### src/rtl/imm_decode_stage.sv
// imm_decode_stage: IF/ID pipeline register with registered immediate-format decode.
// Revision 1.0 - initial release.
`default_nettype none

module imm_decode_stage #(
   parameter int          DATA_WIDTH = 32,
   parameter logic [31:0] NOP_INSTR  = 32'h00000013
) (
   input  logic                  clk,
   input  logic                  rst_n,
   input  logic [31:0]           InstrF,
   input  logic [DATA_WIDTH-1:0] PCF,
   input  logic [DATA_WIDTH-1:0] PCPlus4F,
   input  logic                  ValidF,
   input  logic                  StallD,
   input  logic                  FlushD,
   output logic [24:0]           ImmediateD,
   output logic [2:0]            ImmSrcD,
   output logic [4:0]            Rs1D,
   output logic [4:0]            Rs2D,
   output logic [4:0]            RdD,
   output logic [DATA_WIDTH-1:0] PCD,
   output logic [DATA_WIDTH-1:0] PCPlus4D,
   output logic                  ValidD,
   output logic                  IllegalD
);

   localparam logic [6:0] c_OP_LOAD   = 7'b0000011;
   localparam logic [6:0] c_OP_IMM    = 7'b0010011;
   localparam logic [6:0] c_OP_JALR   = 7'b1100111;
   localparam logic [6:0] c_OP_STORE  = 7'b0100011;
   localparam logic [6:0] c_OP_BRANCH = 7'b1100011;
   localparam logic [6:0] c_OP_JAL    = 7'b1101111;
   localparam logic [6:0] c_OP_LUI    = 7'b0110111;
   localparam logic [6:0] c_OP_AUIPC  = 7'b0010111;
   localparam logic [6:0] c_OP_REG    = 7'b0110011;

   localparam logic [2:0] c_IMM_I = 3'b000;
   localparam logic [2:0] c_IMM_S = 3'b001;
   localparam logic [2:0] c_IMM_B = 3'b010;
   localparam logic [2:0] c_IMM_J = 3'b011;
   localparam logic [2:0] c_IMM_U = 3'b100;

   logic [31:0]           instr_q,   instr_d;
   logic [2:0]            imm_src_q, imm_src_d;
   logic [DATA_WIDTH-1:0] pc_q,      pc_d;
   logic [DATA_WIDTH-1:0] pc4_q,     pc4_d;
   logic                  valid_q,   valid_d;
   logic                  illegal_q, illegal_d;

   logic [2:0]            w_imm_src;
   logic                  w_unsupported;

   always_comb begin
      w_imm_src     = c_IMM_I;
      w_unsupported = 1'b0;
      case (InstrF[6:0])
         c_OP_LOAD, c_OP_IMM, c_OP_JALR, c_OP_REG: w_imm_src = c_IMM_I;
         c_OP_STORE:                               w_imm_src = c_IMM_S;
         c_OP_BRANCH:                              w_imm_src = c_IMM_B;
         c_OP_JAL:                                 w_imm_src = c_IMM_J;
         c_OP_LUI, c_OP_AUIPC:                     w_imm_src = c_IMM_U;
         default:                                  w_unsupported = 1'b1;
      endcase
   end

   // Flush outranks stall so a squashed instruction cannot linger behind a stall.
   always_comb begin
      instr_d   = instr_q;
      imm_src_d = imm_src_q;
      pc_d      = pc_q;
      pc4_d     = pc4_q;
      valid_d   = valid_q;
      illegal_d = illegal_q;
      if (FlushD) begin
         instr_d   = NOP_INSTR;
         imm_src_d = c_IMM_I;
         pc_d      = '0;
         pc4_d     = '0;
         valid_d   = 1'b0;
         illegal_d = 1'b0;
      end else if (!StallD) begin
         instr_d   = InstrF;
         imm_src_d = w_imm_src;
         pc_d      = PCF;
         pc4_d     = PCPlus4F;
         valid_d   = ValidF;
         illegal_d = ValidF & w_unsupported;
      end
   end

   always_ff @(posedge clk or negedge rst_n) begin
      if (!rst_n) begin
         instr_q   <= NOP_INSTR;
         imm_src_q <= c_IMM_I;
         pc_q      <= '0;
         pc4_q     <= '0;
         valid_q   <= 1'b0;
         illegal_q <= 1'b0;
      end else begin
         instr_q   <= instr_d;
         imm_src_q <= imm_src_d;
         pc_q      <= pc_d;
         pc4_q     <= pc4_d;
         valid_q   <= valid_d;
         illegal_q <= illegal_d;
      end
   end

   assign ImmediateD = instr_q[31:7];
   assign Rs1D       = instr_q[19:15];
   assign Rs2D       = instr_q[24:20];
   assign RdD        = instr_q[11:7];
   assign ImmSrcD    = imm_src_q;
   assign PCD        = pc_q;
   assign PCPlus4D   = pc4_q;
   assign ValidD     = valid_q;
   assign IllegalD   = illegal_q & valid_q;

endmodule

`default_nettype wire

### config.mk
export PLATFORM = sky130hd
export DESIGN_NAME = imm_decode_stage
export DESIGN_NICKNAME = d
export VERILOG_FILES = /design/src/rtl/imm_decode_stage.sv
export SDC_FILE = /design/constraint.sdc
export NUM_CORES = 1
export LEC_CHECK = 0
export ABC_CLOCK_PERIOD_IN_PS = 800
export CORE_UTILIZATION = 36
export DETAILED_ROUTE_END_ITERATION = 16
export GPL_TIMING_DRIVEN = 0
export PLACE_DENSITY_LB_ADDON = 0.08
export REMOVE_ABC_BUFFERS = 1
export SYNTH_ARGS = -nofsm -noshare
export SYNTH_HDL_FRONTEND = slang
export SYNTH_SLANG_ARGS = --single-unit
export TNS_END_PERCENT = 10
### constraint.sdc
create_clock -name clk -period 0.8 [get_ports clk]
set_input_delay 0.24 -clock clk [delete_from_list [all_inputs] [get_ports clk]]
set_output_delay 0.24 -clock clk [all_outputs]
set_load 0.005 [all_outputs]
Word-level counts from Yosys, hierarchy flattened
Index checks and enable logic that the tools add are counted.
- bits in registers: 101
- input bits: 101
- output and inout port bits: 109
- word-level logic and storage cells: 34
- eq/ne operators: 10
- multiplexer cells: 14
- bitwise gates (word level): 2
- reduce and logical (&&, ||, !) cells: 2
- operators with widths (kind ; count):
    two-way mux 32 bit ; 6
    == test 7 x 6 -> 1 bit (second input constant) ; 3
    == test 7 bit (second input constant) ; 3
    == test 7 x 5 -> 1 bit (second input constant) ; 2
    one-hot mux 3 bit (4 select lines) ; 1
    OR reduction 9 bit ; 1
    == test 7 x 2 -> 1 bit (second input constant) ; 1
    two-way mux 3 bit ; 2
    two-way mux 1 bit ; 5
    bitwise AND 1 bit ; 2
    != test 2 x 1 -> 1 bit (second input constant) ; 1
    OR reduction 2 bit ; 1

Depth between registers and ports, before layout
- depth after elaboration: 6
- depth in mapped cells: 5
- mapped depth without buffers: 4

Least setup slack after synthesis
No wires, ideal clock.
- path type: in2reg
- start point: in StallD
- end point: reg pc_q[0], in the netlist PCD[0]
- library setup time: 0.132 ns
- arrival time: 0.957 ns
- required time: 0.668 ns
- setup slack: -0.289 ns
- cell stages on the path: 5
- path buffers: 3
- cells stage by stage: buf_2 buf_4 buf_4 mux2i_1 nor2_1
- word-level cells in the longest chain between the ends: 1
- ends and longest elaborated chain (element ; RTL line ; text):
    start: declaration ; 15 ; input logic StallD,
    != test 2 x 1 -> 1 bit (no line) ; -- ;
    end signal: assignment ; 103 ; pc_q <= pc_d;
    end: declaration ; 46 ; logic [DATA_WIDTH-1:0] pc_q, pc_d;
No other way between the ends.
A chain may end at the register's enable or synchronous reset.

Worst setup path after layout
- start point: reg instr_q[23]
- end point: out ImmediateD[16]
- RTL lines (element ; RTL line ; text):
    start: declaration ; 44 ; logic [31:0] instr_q, instr_d;
    start signal: assignment ; 101 ; instr_q <= instr_d;
    end: declaration ; 17 ; output logic [24:0] ImmediateD,
No word-level cell between the ends.

==> results.sh <==
export IMPL_outcome="finished, violations left"
export IMPL_violations="hold timing, setup timing"
export IMPL_skew_ps=0
export IMPL_max_slew_margin_rel=0.6341
export IMPL_cts_path_max_buffers=2
export IMPL_dp_cells=647
export IMPL_start_kind="register"
export IMPL_crit_type="register to output pin"
export IMPL_netlist_area_sq_um=3965
export IMPL_hold_viol=39
export IMPL_cp_max_fo=2
export IMPL_finalSetupViolCount=128
export IMPL_hpwl_um=6924
export IMPL_drtIter0Drc=97
export IMPL_synth_cell_types=22
export IMPL_leakage_uw=0.003317
export IMPL_rsz0062_at_grt="yes"
export IMPL_cts_sinks=94
export IMPL_peakVddDrop_uv=851.4
export IMPL_grt_max_degree=80
export IMPL_initial_utilization=0.3773
export IMPL_firstDrtPassIters=4
export IMPL_r2r_cells=4
export IMPL_reg2reg_from="instr_q[23]"
export IMPL_avgSynthCellArea_sq_um=11.80
export IMPL_hp_class="input pin to async pin"
export IMPL_worst_ep_required_time_ps=560
export IMPL_num_io_pins=210
export IMPL_port_buffer_count=209
export IMPL_clk_pin_slew_ps=90
export IMPL_ys_ff_latch=94
export IMPL_die_y_um=106.9
export IMPL_crit_chain="buf_6 > buf_6"
export IMPL_totalWireLength_um=11180
export IMPL_p_switching_uw=2524
export IMPL_fmax_mhz=807.7
export IMPL_cap_viol_max_count=0
export IMPL_yosys_warnings=0
export IMPL_track_usage=0.1819
export IMPL_synth_cells=336
export IMPL_crit_slowest_cell="dfrtp_1"
export IMPL_p_int_uw=7348
export IMPL_clk_latency_ps=350
export IMPL_pwr_share_seq=0.521
export IMPL_utilization=0.5914
export IMPL_cp_end_kind="output pin"
export IMPL_grt_antenna_before_repair=0
export IMPL_ys_seq_area_frac=0.5932
export IMPL_cts_buffers=9
export IMPL_power_density_nw_per_um2=1588
export IMPL_power_switching_fraction=0.2557
export IMPL_final_antenna_net_count=0
export IMPL_ctsRootBufferMaster="clkbuf_8"
export IMPL_arrival_ps=1000
export IMPL_maxSlewViolCount=0
export IMPL_grt_pass1_vias=3211
export IMPL_rows=37
export IMPL_path_common_cell="buf_6"
export IMPL_core_area_sq_um=10510
export IMPL_wl_met3_um=932
export IMPL_fp_dieW_um=106.9
export IMPL_grt_pass1_wl_um=16040
export IMPL_worst_pin_slew_ps=548.8
export IMPL_grt_overflow=0
export IMPL_power_frac_comb=0.197
export IMPL_die_area_sq_um=11440
export IMPL_via_count=3258
export IMPL_min_period_ps=1238
export IMPL_drc=0
export IMPL_dr_wl_met2_um=5555
export IMPL_nets=660
export IMPL_top_layer_used="met4"
export IMPL_rrSetupSlack_ps=-170
export IMPL_cts_tree="built"
export IMPL_drive_gt1_frac=0.3215
export IMPL_finalNonFillerCells=699
export IMPL_setup_tns_ps=-35030
export IMPL_fin_hold_ws_ps=-136.8
export IMPL_finalCritPeriodShare=1.548
export IMPL_antenna_cells=0
export IMPL_worst_slack_ps=-438.0
export IMPL_wire_per_inst_um=15.99
export IMPL_htree_levels=3
export IMPL_met1Wirelength_um=4450
export IMPL_viasPerCell=4.661
export IMPL_max_stage_delay_ps=410
export IMPL_clkPwrFrac=0.282
export IMPL_r2r_end="instr_q[23]"
export IMPL_place_congestion=0.7047
export IMPL_fillers=933
export IMPL_area_growth_synth_to_final_pct=56.74
==> worst max-delay path: cells and delay by family (launching register included) <==
kind                   cells  cell delay (ps)
DFF                        1              410
buffers and inverters      2              230
==> worst max path at each step <==
stage | start | endpoint
floorplan | InstrF[3] | ImmSrcD[0]
global placement | StallD | ImmSrcD[1]
finish | instr_q[23] | ImmediateD[16]
global route | ValidD | IllegalD
detailed placement | InstrF[2] | ImmSrcD[0]
CTS | illegal_q | IllegalD
==> flip-flops by register name, indices dropped and copies added (netlist names) <==
signal     flops
PCD           32
ImmSrcD        3
instr_q       25
illegal_q      1
PCPlus4D      32
ValidD         1
==> routing by layer <==
layer	GRT usage	up-vias
li1	-	1541
met1	0.2154	1573
met4	0.07828	0
met2	0.2982	128
met3	0.06444	16
met5	0	-
==> synthesized netlist by cell type, drive strengths merged <==
cell | n | area [sq um]
nor2 | 95 | 359.1
dfrtp | 94 | 2352
mux2i | 91 | 910.9
buf | 30 | 197.7
clkbuf | 7 | 26.28
nand2 | 5 | 18.77
a211oi | 2 | 20.02
a21oi | 2 | 10.01
a2111oi | 1 | 8.760
and2 | 1 | 6.260
nand2b | 1 | 6.260
nand3 | 1 | 5.000
nand3b | 1 | 7.510
nand4 | 1 | 6.260
o31ai | 1 | 7.510
or3 | 1 | 6.260
or4 | 1 | 7.510
xnor2 | 1 | 8.760
==> cells by family (layout without fill, tap and decap cells) <==
logic type / Yosys count / after routing / synth area share
flops: 94 / 94 / 0.5932
buf+inv: 37 / 264 / 0.05649
mux: 91 / 91 / 0.2297
compound gates: 6 / 6 / 0.01168
simple gates: 107 / 107 / 0.1067
xor+xnor: 1 / 1 / 0.002209
==> through the flow <==
step                setup WS, ps  total power [uW]  area (sq um)
finish                    -438.0              9872          6215
global route              -492.1             10400          6215
CTS                       -462.7              9897          6160
detailed placement        -908.0              7210          6082
global placement           -4756              7278          6003
floorplan                 -286.0              5687          3741
==> area by class of cell <==
cell class,count,area [sq um],area share
Sequential cell,94,2352,0.3785
Timing Repair Buffer,249,2091,0.3364
Multi-Input combinational cell,205,1436,0.2311
Tap cell,136,170.2,0.02738
Clock buffer,11,141.4,0.02275
Clock inverter,4,23.77,0.003825
==> what timing repair did <==
action	4_1_cts	5_1_grt
gates cloned	0	5
hold endpoints to repair	39	39
setup endpoints to repair	185	193
buffers inserted	17	15
pin swaps	4	5
resized for setup	347	88
==> layout by cell type, fill, tap and decap left out, drive strengths merged <==
| cell | synthesis | routed |
|---|---|---|
| a2111oi | 1 | 1 |
| a211oi | 2 | 2 |
| a21oi | 2 | 2 |
| and2 | 1 | 1 |
| buf | 30 | 96 |
| clkbuf | 7 | 72 |
| clkdlybuf4s50 | 0 | 90 |
| clkinv | 0 | 4 |
| dfrtp | 94 | 94 |
| dlymetal6s2s | 0 | 2 |
| mux2i | 91 | 91 |
| nand2 | 5 | 5 |
| nand2b | 1 | 1 |
| nand3 | 1 | 1 |
| nand3b | 1 | 1 |
| nand4 | 1 | 1 |
| nor2 | 95 | 95 |
| o31ai | 1 | 1 |
| or3 | 1 | 1 |
| or4 | 1 | 1 |
| xnor2 | 1 | 1 |
==> power by group through the flow <==
stage / combinational [uW] / sequential, uW / clock [uW]
finish: 1940 / 5150 / 2780
global placement: 2040 / 5240 / 0
CTS: 1850 / 5140 / 2900
floorplan: 416 / 5270 / 0
detailed placement: 1960 / 5250 / 0
global route: 2120 / 5180 / 3100
No activity file was read; power rests on OpenSTA's default activity.
